--- src/rtl/vga_sync_tx.sv ---
// VGA transmitter: pixel-clock enable, horizontal/vertical timing counters,
// coordinate publication to the renderer, and a registered output stage that
// drives hsync, vsync and blanked rgb with one pixel tick of matched latency.
module vga_sync_tx #(
  parameter int DIV      = 2,
  parameter int H_ACTIVE = 640,
  parameter int H_FP     = 16,
  parameter int H_SYNC   = 96,
  parameter int H_BP     = 48,
  parameter int V_ACTIVE = 480,
  parameter int V_FP     = 10,
  parameter int V_SYNC   = 2,
  parameter int V_BP     = 33,
  parameter int SYNC_POL = 0
) (
  input  logic       clk,
  input  logic       resetn,
  output logic       pix_en,
  output logic [9:0] x,
  output logic [9:0] y,
  output logic       active,
  output logic       frame_start,
  input  logic [2:0] rgb_in,
  output logic       hsync,
  output logic       vsync,
  output logic [2:0] rgb
);

  // Totals must fit the 10-bit counters (each total is at most 1024).
  localparam int H_TOTAL = H_ACTIVE + H_FP + H_SYNC + H_BP;
  localparam int V_TOTAL = V_ACTIVE + V_FP + V_SYNC + V_BP;

  // A divide-by-one still needs a 1-bit counter so the logic stays uniform.
  localparam int DW = (DIV > 1) ? $clog2(DIV) : 1;
  localparam logic [DW-1:0] DIV_LAST = DW'(DIV - 1);

  localparam logic [9:0] H_LAST     = 10'(H_TOTAL - 1);
  localparam logic [9:0] V_LAST     = 10'(V_TOTAL - 1);
  localparam logic [9:0] H_ACT_END  = 10'(H_ACTIVE);
  localparam logic [9:0] V_ACT_END  = 10'(V_ACTIVE);
  localparam logic [9:0] HS_START   = 10'(H_ACTIVE + H_FP);
  localparam logic [9:0] HS_END     = 10'(H_ACTIVE + H_FP + H_SYNC);
  localparam logic [9:0] VS_START   = 10'(V_ACTIVE + V_FP);
  localparam logic [9:0] VS_END     = 10'(V_ACTIVE + V_FP + V_SYNC);
  localparam logic       SYNC_ON    = (SYNC_POL != 0);

  logic [DW-1:0] div_cnt_q, div_cnt_d;
  logic          pix_en_q,  pix_en_d;
  logic [9:0]    x_q,       x_d;
  logic [9:0]    y_q,       y_d;
  logic [2:0]    rgb_q,     rgb_d;
  logic          hsync_q,   hsync_d;
  logic          vsync_q,   vsync_d;

  logic          active_w;
  logic          in_hsync_w;
  logic          in_vsync_w;

  // Visible-area and sync-window decodes of the current coordinate.
  always_comb begin
    active_w   = (x_q < H_ACT_END) && (y_q < V_ACT_END);
    in_hsync_w = (x_q >= HS_START) && (x_q < HS_END);
    in_vsync_w = (y_q >= VS_START) && (y_q < VS_END);
  end

  // Divider wraps at DIV-1; pix_en is its terminal count, delayed one clock
  // so the first tick after reset lands DIV clocks after release.
  always_comb begin
    div_cnt_d = (div_cnt_q == DIV_LAST) ? '0 : div_cnt_q + DW'(1);
    pix_en_d  = (div_cnt_q == DIV_LAST);
  end

  // Timing counters and output stage advance only on pixel ticks; the output
  // registers capture the pixel the counters present during that tick.
  always_comb begin
    x_d     = x_q;
    y_d     = y_q;
    rgb_d   = rgb_q;
    hsync_d = hsync_q;
    vsync_d = vsync_q;
    if (pix_en_q) begin
      if (x_q == H_LAST) begin
        x_d = '0;
        y_d = (y_q == V_LAST) ? '0 : y_q + 10'd1;
      end else begin
        x_d = x_q + 10'd1;
      end
      rgb_d   = active_w ? rgb_in : 3'b000;
      hsync_d = in_hsync_w ? SYNC_ON : ~SYNC_ON;
      vsync_d = in_vsync_w ? SYNC_ON : ~SYNC_ON;
    end
  end

  // State register with asynchronous active-low reset.
  always_ff @(posedge clk or negedge resetn) begin
    if (!resetn) begin
      div_cnt_q <= '0;
      pix_en_q  <= 1'b0;
      x_q       <= '0;
      y_q       <= '0;
      rgb_q     <= 3'b000;
      hsync_q   <= ~SYNC_ON;
      vsync_q   <= ~SYNC_ON;
    end else begin
      div_cnt_q <= div_cnt_d;
      pix_en_q  <= pix_en_d;
      x_q       <= x_d;
      y_q       <= y_d;
      rgb_q     <= rgb_d;
      hsync_q   <= hsync_d;
      vsync_q   <= vsync_d;
    end
  end

  assign pix_en      = pix_en_q;
  assign x           = x_q;
  assign y           = y_q;
  assign active      = active_w;
  assign frame_start = pix_en_q && (x_q == 10'd0) && (y_q == 10'd0);
  assign hsync       = hsync_q;
  assign vsync       = vsync_q;
  assign rgb         = rgb_q;

endmodule
--- config.mk ---
export PLATFORM = sky130hd
export DESIGN_NAME = vga_sync_tx
export DESIGN_NICKNAME = d
export VERILOG_FILES = /design/src/rtl/vga_sync_tx.sv
export SDC_FILE = /design/constraint.sdc
export NUM_CORES = 1
export LEC_CHECK = 0
export ABC_AREA = 0
export CAP_MARGIN = 5
export CORE_MARGIN = 10
export CORE_UTILIZATION = 45
export CTS_CLUSTER_SIZE = 24
export DETAILED_ROUTE_END_ITERATION = 12
export GPL_ROUTABILITY_DRIVEN = 0
export GPL_TIMING_DRIVEN = 0
export PLACE_DENSITY = 0.81
export SLEW_MARGIN = 20
export SYNTH_ARGS = -nofsm -noshare
export SYNTH_HDL_FRONTEND = slang
export SYNTH_SLANG_ARGS = --single-unit
--- constraint.sdc ---
create_clock -name clk -period 2.9 [get_ports clk]
set_clock_uncertainty 0.1 [all_clocks]
set_input_delay 0.435 -clock clk [delete_from_list [all_inputs] [get_ports clk]]
set_output_delay 0.435 -clock clk [all_outputs]
set_load 0.03 [all_outputs]
# After elaboration in Yosys (flattened, before gate mapping)

Cells that the tools add are included.

Register bits: 27
Bits in latches: 0
Memory bits (writable): 0
Memory bits (read-only): 0
Input port bits: 5
Output and inout port bits: 28
Logic and storage cells: 32
Memories kept: 0

Add/sub/neg operators: 3
$mul: 0
Div/mod/pow operators: 0
$lt $le $gt $ge: 6
Equality and inequality tests: 2
Shift-type cells: 0
Muxes and demuxes: 6
Bitwise logic cells: 0
Reduce and logical (&&, ||, !) cells: 8

Operator list:

| kind                                                                    | number |
|---|---|
| 10-bit by 1-bit adder with 10-bit output (second input constant)        | 2 |
| 10-bit equality test (second input constant)                            | 2 |
| 10-bit logical NOT                                                      | 2 |
| 10-bit < comparator (second input constant)                             | 2 |
| 10-bit by 9-bit < comparator with 1-bit output (second input constant)  | 2 |
| 10-bit two-way mux                                                      | 2 |
| 10-bit >= comparator (second input constant)                            | 1 |
| 10-bit by 9-bit >= comparator with 1-bit output (second input constant) | 1 |
| 1-bit logical AND                                                       | 5 |
| 1-bit two-way mux                                                       | 3 |
| 3-bit two-way mux                                                       | 1 |
| 2-bit AND reduction                                                     | 1 |
| 1-bit adder (second input constant)                                     | 1 |

# Longest topological paths before layout

Gate-level depths: netlist of the first run.

Depth in word-level cells: 3
Depth in mapped cells: 6

# Least setup slack after synthesis of the first run

OpenSTA, ideal clock, no wires.

Path kind: reg-to-output
From: reg y_q[3], in the netlist y[3]
To: out frame_start
Arrival: 2.444 ns
Data required time: 2.365 ns
Slack: -0.079 ns
Cell stages (with the launch flop): 4
Path buffers: 1
Cell sequence: dfrtp_1 -> clkdlybuf4s25_2 -> or4b_2 -> nor4_1

Cells in the longest elaborated chain, start to end: 2

RTL lines:

| element                | RTL line | RTL |
|---|---|---|
| start, declared        | 50       | `logic [9:0] y_q, y_d;` |
| start signal, assigned | 108      | `y_q <= y_d;` |
| 10-bit logical NOT     | 119      | `assign frame_start = pix_en_q && (x_q == 10'd0) && (y_q == 10'd0);` |
| 1-bit logical AND      | 119      |  |
| end, declared          | 22       | `output logic frame_start,` |

Every way passes these cells.

# Worst setup path in the final report of the first run

Same ends and word-level chain as after synthesis.

==> results.tsv, run 1 <==
metric	value	unit
drive_above_1_share	10.22	%
ys_top_cells_by_area	dfrtp_1 43%, nand2_1 4.1%, dfstp_2 3.6%	
n_antenna_cell	0	
min_path_type	in -> async	
rows	20	
cts_buffers	3	
maxCapViolCount	0	
root_buffer	clkbuf_4	
htreeDepth	1	
synthMuxAreaShare	3.022	%
cp.required	2.37	ns
grt_antenna_before_repair	0	
grt_pass1_wl	6216	um
wl	3556	um
final_nets	196	
core	0.003078	mm2
min_period	2.758	ns
io_pins	33	
cts_max_path_buffers	2	
postRouteAntennaNets	0	
leakagePower	0.8452	nW
die-width	76.74	um
hold_ws	-0.009076	ns
p_per_area	305.8	mW/mm2
first_pass_iters	4	
grt_max_degree	28	
setup_violations	0	
synth-seq-cells	27	
slew_viol_final	0	
end_kind	output pin	
crit_fanout	9	
overflow	0	
start_kind	register	
synth_adder_area_share	3.454	%
synth-compound-area-share	8.377	%
violations	negative hold slack	
setup-tns-final	0	ns
drt_iter0_drc	63	
clk_pin_slew	0.15	ns
synth_simple_gate_area_share	27.29	%
place_worst_setup_slack	0.02839	ns
final_util	60.04	%
drc	0	
cp_data_arrival_time	2.22	ns
cts.sinks	27	
cts_tree	built	
avgSynthCellArea	9.659	um2
rr_startpoint	x[0]$_DFFE_PN0P_	
ff2ff_path_depth	5	
worst_pin_slew	0.8650	ns
finalCritPeriodShare	95.12	%
post-synth-top-area-cell	dfrtp_1	
die_y	76.74	um
fmax	362.5	MHz
rsz0062_at_grt	no	
p_total	0.5652	mW
first_global_vias	1262	
area_delta_synth_final	27.55	%
synth-xor-area-share	4.836	%
port_buffers	32	
via_per_inst	5.348	
outcome	finished with violations	
ir_drop	0.0001829	V
clock_latency	0.32	ns
fillers	270	
synth.distinct_cells	40	
fin_cells	230	
synth_seq_area_share	46.80	%
dp.cells	226	
vias	1230	
rrSetupSlack	0.66	ns
wl_per_cell	15.46	um
netlist_area	0.001449	mm2
reg2reg_to	y[8]$_DFFE_PN0P_	
synth_cells	150	
dp_hpwl	2728	um
synth_top_area_share	43.18	%
hold_viol	22	
slew_headroom	41.89	%
synth_top_family_by_area	simple AND/OR/NAND/NOR gates	
syn_nets	159	
crit_type	reg -> out	
die-area	0.005889	mm2
grt_usage	12.51	%
yosys_warnings	0	
cts-hold-fix-buffers	0	
start_util	47.07	%
layout_setup_ws	0.1416	ns
worst max-delay path: stages (launching register included):
cell             delay, ns
dfrtp_1               0.42
clkdlybuf4s25_2       0.36
or4b_2                0.64
nor4_2                0.26
buf_2                 0.24
layer usage:
layer,vias up,global-route usage (%),part of all wire (%)
li1,606,-,-
met1,592,14.07,40
met2,27,22.26,52
met3,5,3.730,6.2
met4,0,3.346,1.0
met5,-,0,0
cells in the final DEF, fill, tap and decap left out, drive strengths merged, types with 7 or more instances in the layout:
master	netlist	final
inv	12	12
clkdlybuf4s50	0	30
nor4	7	7
nand2	16	16
dfrtp	25	25
nor2	10	10
nand4	8	8
sequential cells by signal, summed over array words and instances (netlist names):
name / count
div_cnt_q: 1
hsync: 1
pix_en: 1
rgb: 3
vsync: 1
x: 10
y: 10
layout make-up:
cell class | count | area (um2) | share of cell area, %
Buffer | 6 | 45.04 | 2.437
Clock buffer | 3 | 22.52 | 1.219
Clock inverter | 1 | 5.005 | 0.2708
Inverter | 12 | 45.04 | 2.437
Multi-Input combinational cell | 105 | 686.9 | 37.17
Sequential cell | 27 | 678.2 | 36.70
Tap cell | 44 | 55.05 | 2.979
Timing Repair Buffer | 32 | 310.3 | 16.79
cells in the mapped netlist:
cell and number:
nand2b_1 1, o22ai_1 4, and2_1 1, or4_4 1, dfstp_2 2, and3_1 6
o211a_1 1, or3_4 1, xor2_1 5, nand4_1 8, inv_1 12, nor4_4 1
o31ai_1 1, clkbuf_2 1, mux2_2 2, a21o_1 1, nor2_1 10, clkdlybuf4s25_2 1
nor2b_1 2, nor3_1 6, nand2_1 16, mux2i_1 1, nor4bb_1 1, or3_1 1
ha_1 4, nand4bb_1 1, o21ai_0 6, a21oi_1 4, clkbuf_1 2, dfrtp_1 25
o2bb2ai_1 1, xnor2_1 3, a31oi_1 2, nor4_1 6, buf_6 2, nand4b_1 1
nand3_1 4, nand3b_1 1, mux2_1 1, or4b_2 1
metrics by stage:
step	hold WS [ns]	cell area, um2
2_1_floorplan	0.03941	1455
3_3_place_gp	0.2611	1831
3_5_place_dp	0.2675	1826
4_1_cts	0.003480	1854
5_1_grt	0.01138	1848
6_report	-0.009076	1848
kinds of logic (layout without fill, tap and decap cells):
family | after synthesis | after routing
and+or+nand+nor | 69 | 69
DFF | 27 | 27
AOI/OAI and AO/OA | 20 | 20
buffers and inverters | 18 | 54
xor gates and xnor gates | 8 | 8
adders and majority gates | 4 | 4
muxes | 4 | 4
timing repair:
| item | in CTS | in global routing |
|---|---|---|
| endpoints found under the setup margin | 1 | 1 |
| buffers inserted | 0 | 0 |
| gates cloned | 0 | 0 |
| endpoints found under the hold margin | 0 | 0 |
| resized for setup | 4 | 2 |
worst max-delay path by stage:
stage                           from  slack (ns)  depth (start not counted)           to
floorplan           y[3]$_DFFE_PN0P_        0.24                          3  frame_start
global placement    y[3]$_DFFE_PN0P_        0.02                          4  frame_start
detailed placement  y[3]$_DFFE_PN0P_        0.03                          4  frame_start
CTS                 y[3]$_DFFE_PN0P_        0.03                          4  frame_start
global route        y[3]$_DFFE_PN0P_        0.02                          4  frame_start
finish              y[3]$_DFFE_PN0P_        0.14                          4  frame_start
power breakdown:
group          switching, mW  internal, mW  total (mW)
Combinational         0.0143       0.00870      0.0230
Clock                  0.111        0.0517       0.162
Sequential           0.00108         0.379       0.380
(Power assumes the default switching activity.)
==> run 2: changes to the inputs <==
--- a/config.mk
+++ b/config.mk
@@ -13,7 +13,7 @@
 export DETAILED_ROUTE_END_ITERATION = 12
 export GPL_ROUTABILITY_DRIVEN = 0
 export GPL_TIMING_DRIVEN = 0
-export PLACE_DENSITY = 0.81
+export PLACE_DENSITY = 0.73
 export SLEW_MARGIN = 20
 export SYNTH_ARGS = -nofsm -noshare
 export SYNTH_HDL_FRONTEND = slang
==> run 2 against run 1 <==
The flow now finishes without violations. Sequential share of layout area is essentially flat. Combinational power is essentially flat. Sequential power is essentially flat.
==> results.tsv, run 2 (synthesis gave the netlist of run 1 again) <==
metric	value	unit	change
outcome	finished clean		
die-width	76.74	um	unchanged
die-area	0.005889	mm2	unchanged
slew_headroom	48.83	%	+6.9 points
dp.cells	226		unchanged
fmax	359.0	MHz	-0.98%
reg2reg_to	y[7]$_DFFE_PN0P_		
n_antenna_cell	0		unchanged
crit_fanout	9		unchanged
crit_type	reg -> out		
cts-hold-fix-buffers	0		unchanged
slew_viol_final	0		unchanged
final_nets	196		unchanged
ff2ff_path_depth	5		unchanged
hold_viol	0		-100%
crit_buf_inv	2		unchanged
port_buffers	32		unchanged
cp_cell_sequence	clkdlybuf4s25_2 > or4b_2 > nor4_2 > buf_2		
io_pins	33		unchanged
htreeDepth	1		unchanged
min_path_type	in -> async		
start_kind	register		
clk_pin_slew	0.15	ns	about the same
critPathMaxStageDelay	0.64	ns	about the same
leakagePower	0.8414	nW	-0.45%
drive_above_1_share	10.22	%	unchanged
min_period	2.786	ns	+0.02743 ns
drc	0		unchanged
crit_end	frame_start		
wl	3425	um	-3.7%
first_pass_iters	4		unchanged
grt_pass1_wl	5782	um	-7.0%
p_total	0.5683	mW	+0.57%
core	0.003078	mm2	unchanged
drt_iter0_drc	101		+60%
cp_slowest_cell	or4b_2		
grt_usage	11.46	%	-1.1 points
die_y	76.74	um	unchanged
finalCritPeriodShare	96.06	%	+0.95 points
setup-tns-final	0	ns	unchanged
cp.required	2.37	ns	about the same
root_buffer	clkbuf_4		
mostFrequentLayoutCell	clkdlybuf4s50_1		
rows	20		unchanged
grt_antenna_before_repair	0		unchanged
cp_data_arrival_time	2.25	ns	+0.03 ns
rsz0062_at_grt	no		
cts_tree	built		
maxCapViolCount	0		unchanged
wl_per_cell	14.89	um	-3.7%
postRouteAntennaNets	0		unchanged
grt_max_degree	28		unchanged
ir_drop	0.0001793	V	-2.0%
fin_cells	230		unchanged
area_delta_synth_final	27.72	%	
clock_latency	0.32	ns	about the same
cts_max_path_buffers	2		unchanged
cp-startpoint	y[3]$_DFFE_PN0P_		
p_per_area	307.1	mW/mm2	+0.43%
rr_startpoint	x[7]$_DFFE_PN0P_		
setup_violations	0		unchanged
start_util	47.07	%	unchanged
cts.sinks	27		unchanged
place_worst_setup_slack	0.007515	ns	-0.02088 ns
final_cell_mix	30 x clkdlybuf4s50_1, 25 x dfrtp_1, 16 x nand2_1, 12 x inv_1, 10 x nor2_1		
worst_pin_slew	0.7617	ns	-0.1033 ns
dp_hpwl	2624	um	-3.8%
overflow	0		unchanged
crit_family	simple AND/OR/NAND/NOR gates		
cp_num_cells	4		unchanged
via_per_inst	5.387		+0.73%
rrSetupSlack	0.73	ns	+0.07 ns
cts_setup_buffers	0		unchanged
end_kind	output pin		
vias	1239		+0.73%
cts_buffers	3		unchanged
layout_setup_ws	0.1141	ns	-0.02743 ns
first_global_vias	1221		-3.2%
==> run 2: cell type report <==
type | instances | area [um2]
well taps | 44 | 55.05
multi-input cells | 105 | 686.9
plain buffers | 6 | 45.04
repair buffers | 32 | 310.3
clock buffers | 3 | 22.52
flip-flops and latches | 27 | 678.2
clock inverters | 1 | 7.507
inverters | 12 | 45.04
fillers | 285 | 1227
==> run 2: worst min path at each step <==
stage | startpoint | end | slack (ns)
floorplan | resetn | div_cnt_q$_DFF_PN0_ | 0.04
global placement | div_cnt_q$_DFF_PN0_ | pix_en$_DFF_PN0_ | 0.26
global route | resetn | y[7]$_DFFE_PN0P_ | 0.02
CTS | resetn | x[5]$_DFFE_PN0P_ | 0.01
detailed placement | div_cnt_q$_DFF_PN0_ | pix_en$_DFF_PN0_ | 0.27
finish | resetn | x[4]$_DFFE_PN0P_ | 0.002
==> run 2: per-layer routing <==
| layer | wire, um | part of all wire [%] | vias to the layer above | GRT usage (%) |
|---|---|---|---|---|
| li1 | - | - | 607 | - |
| met1 | 1502 | 44 | 597 | 13.82 |
| met2 | 1628 | 48 | 33 | 18.21 |
| met3 | 276 | 8.1 | 2 | 4.545 |
| met4 | 17 | 0.50 | 0 | 3.532 |
| met5 | 0 | 0 | - | 0 |
==> run 2: repair_timing <==
action / 4_1_cts / 5_1_grt
setup endpoints to repair: 1 / 1
resized for setup: 4 / 2
pin swaps: 0 / 0
==> run 2: metrics by stage <==
| stage | instance area (um2) | util [%] | hold WS [ns] |
|---|---|---|---|
| 3_5_place_dp | 1826 | 59.31 | 0.2689 |
| 5_1_grt | 1851 | 60.12 | 0.01647 |
| 2_1_floorplan | 1455 | - | 0.03941 |
| 4_1_cts | 1857 | 60.33 | 0.01064 |
| 6_report | 1851 | 60.12 | 0.001827 |
| 3_3_place_gp | 1831 | 59.47 | 0.2611 |
==> run 2: where the power goes <==
| group | leakage (nW) | internal [mW] | switching (mW) |
|---|---|---|---|
| Sequential | 0.349 | 0.379 | 0.00111 |
| Clock | 0.0139 | 0.0526 | 0.113 |
| Combinational | 0.478 | 0.00867 | 0.0142 |
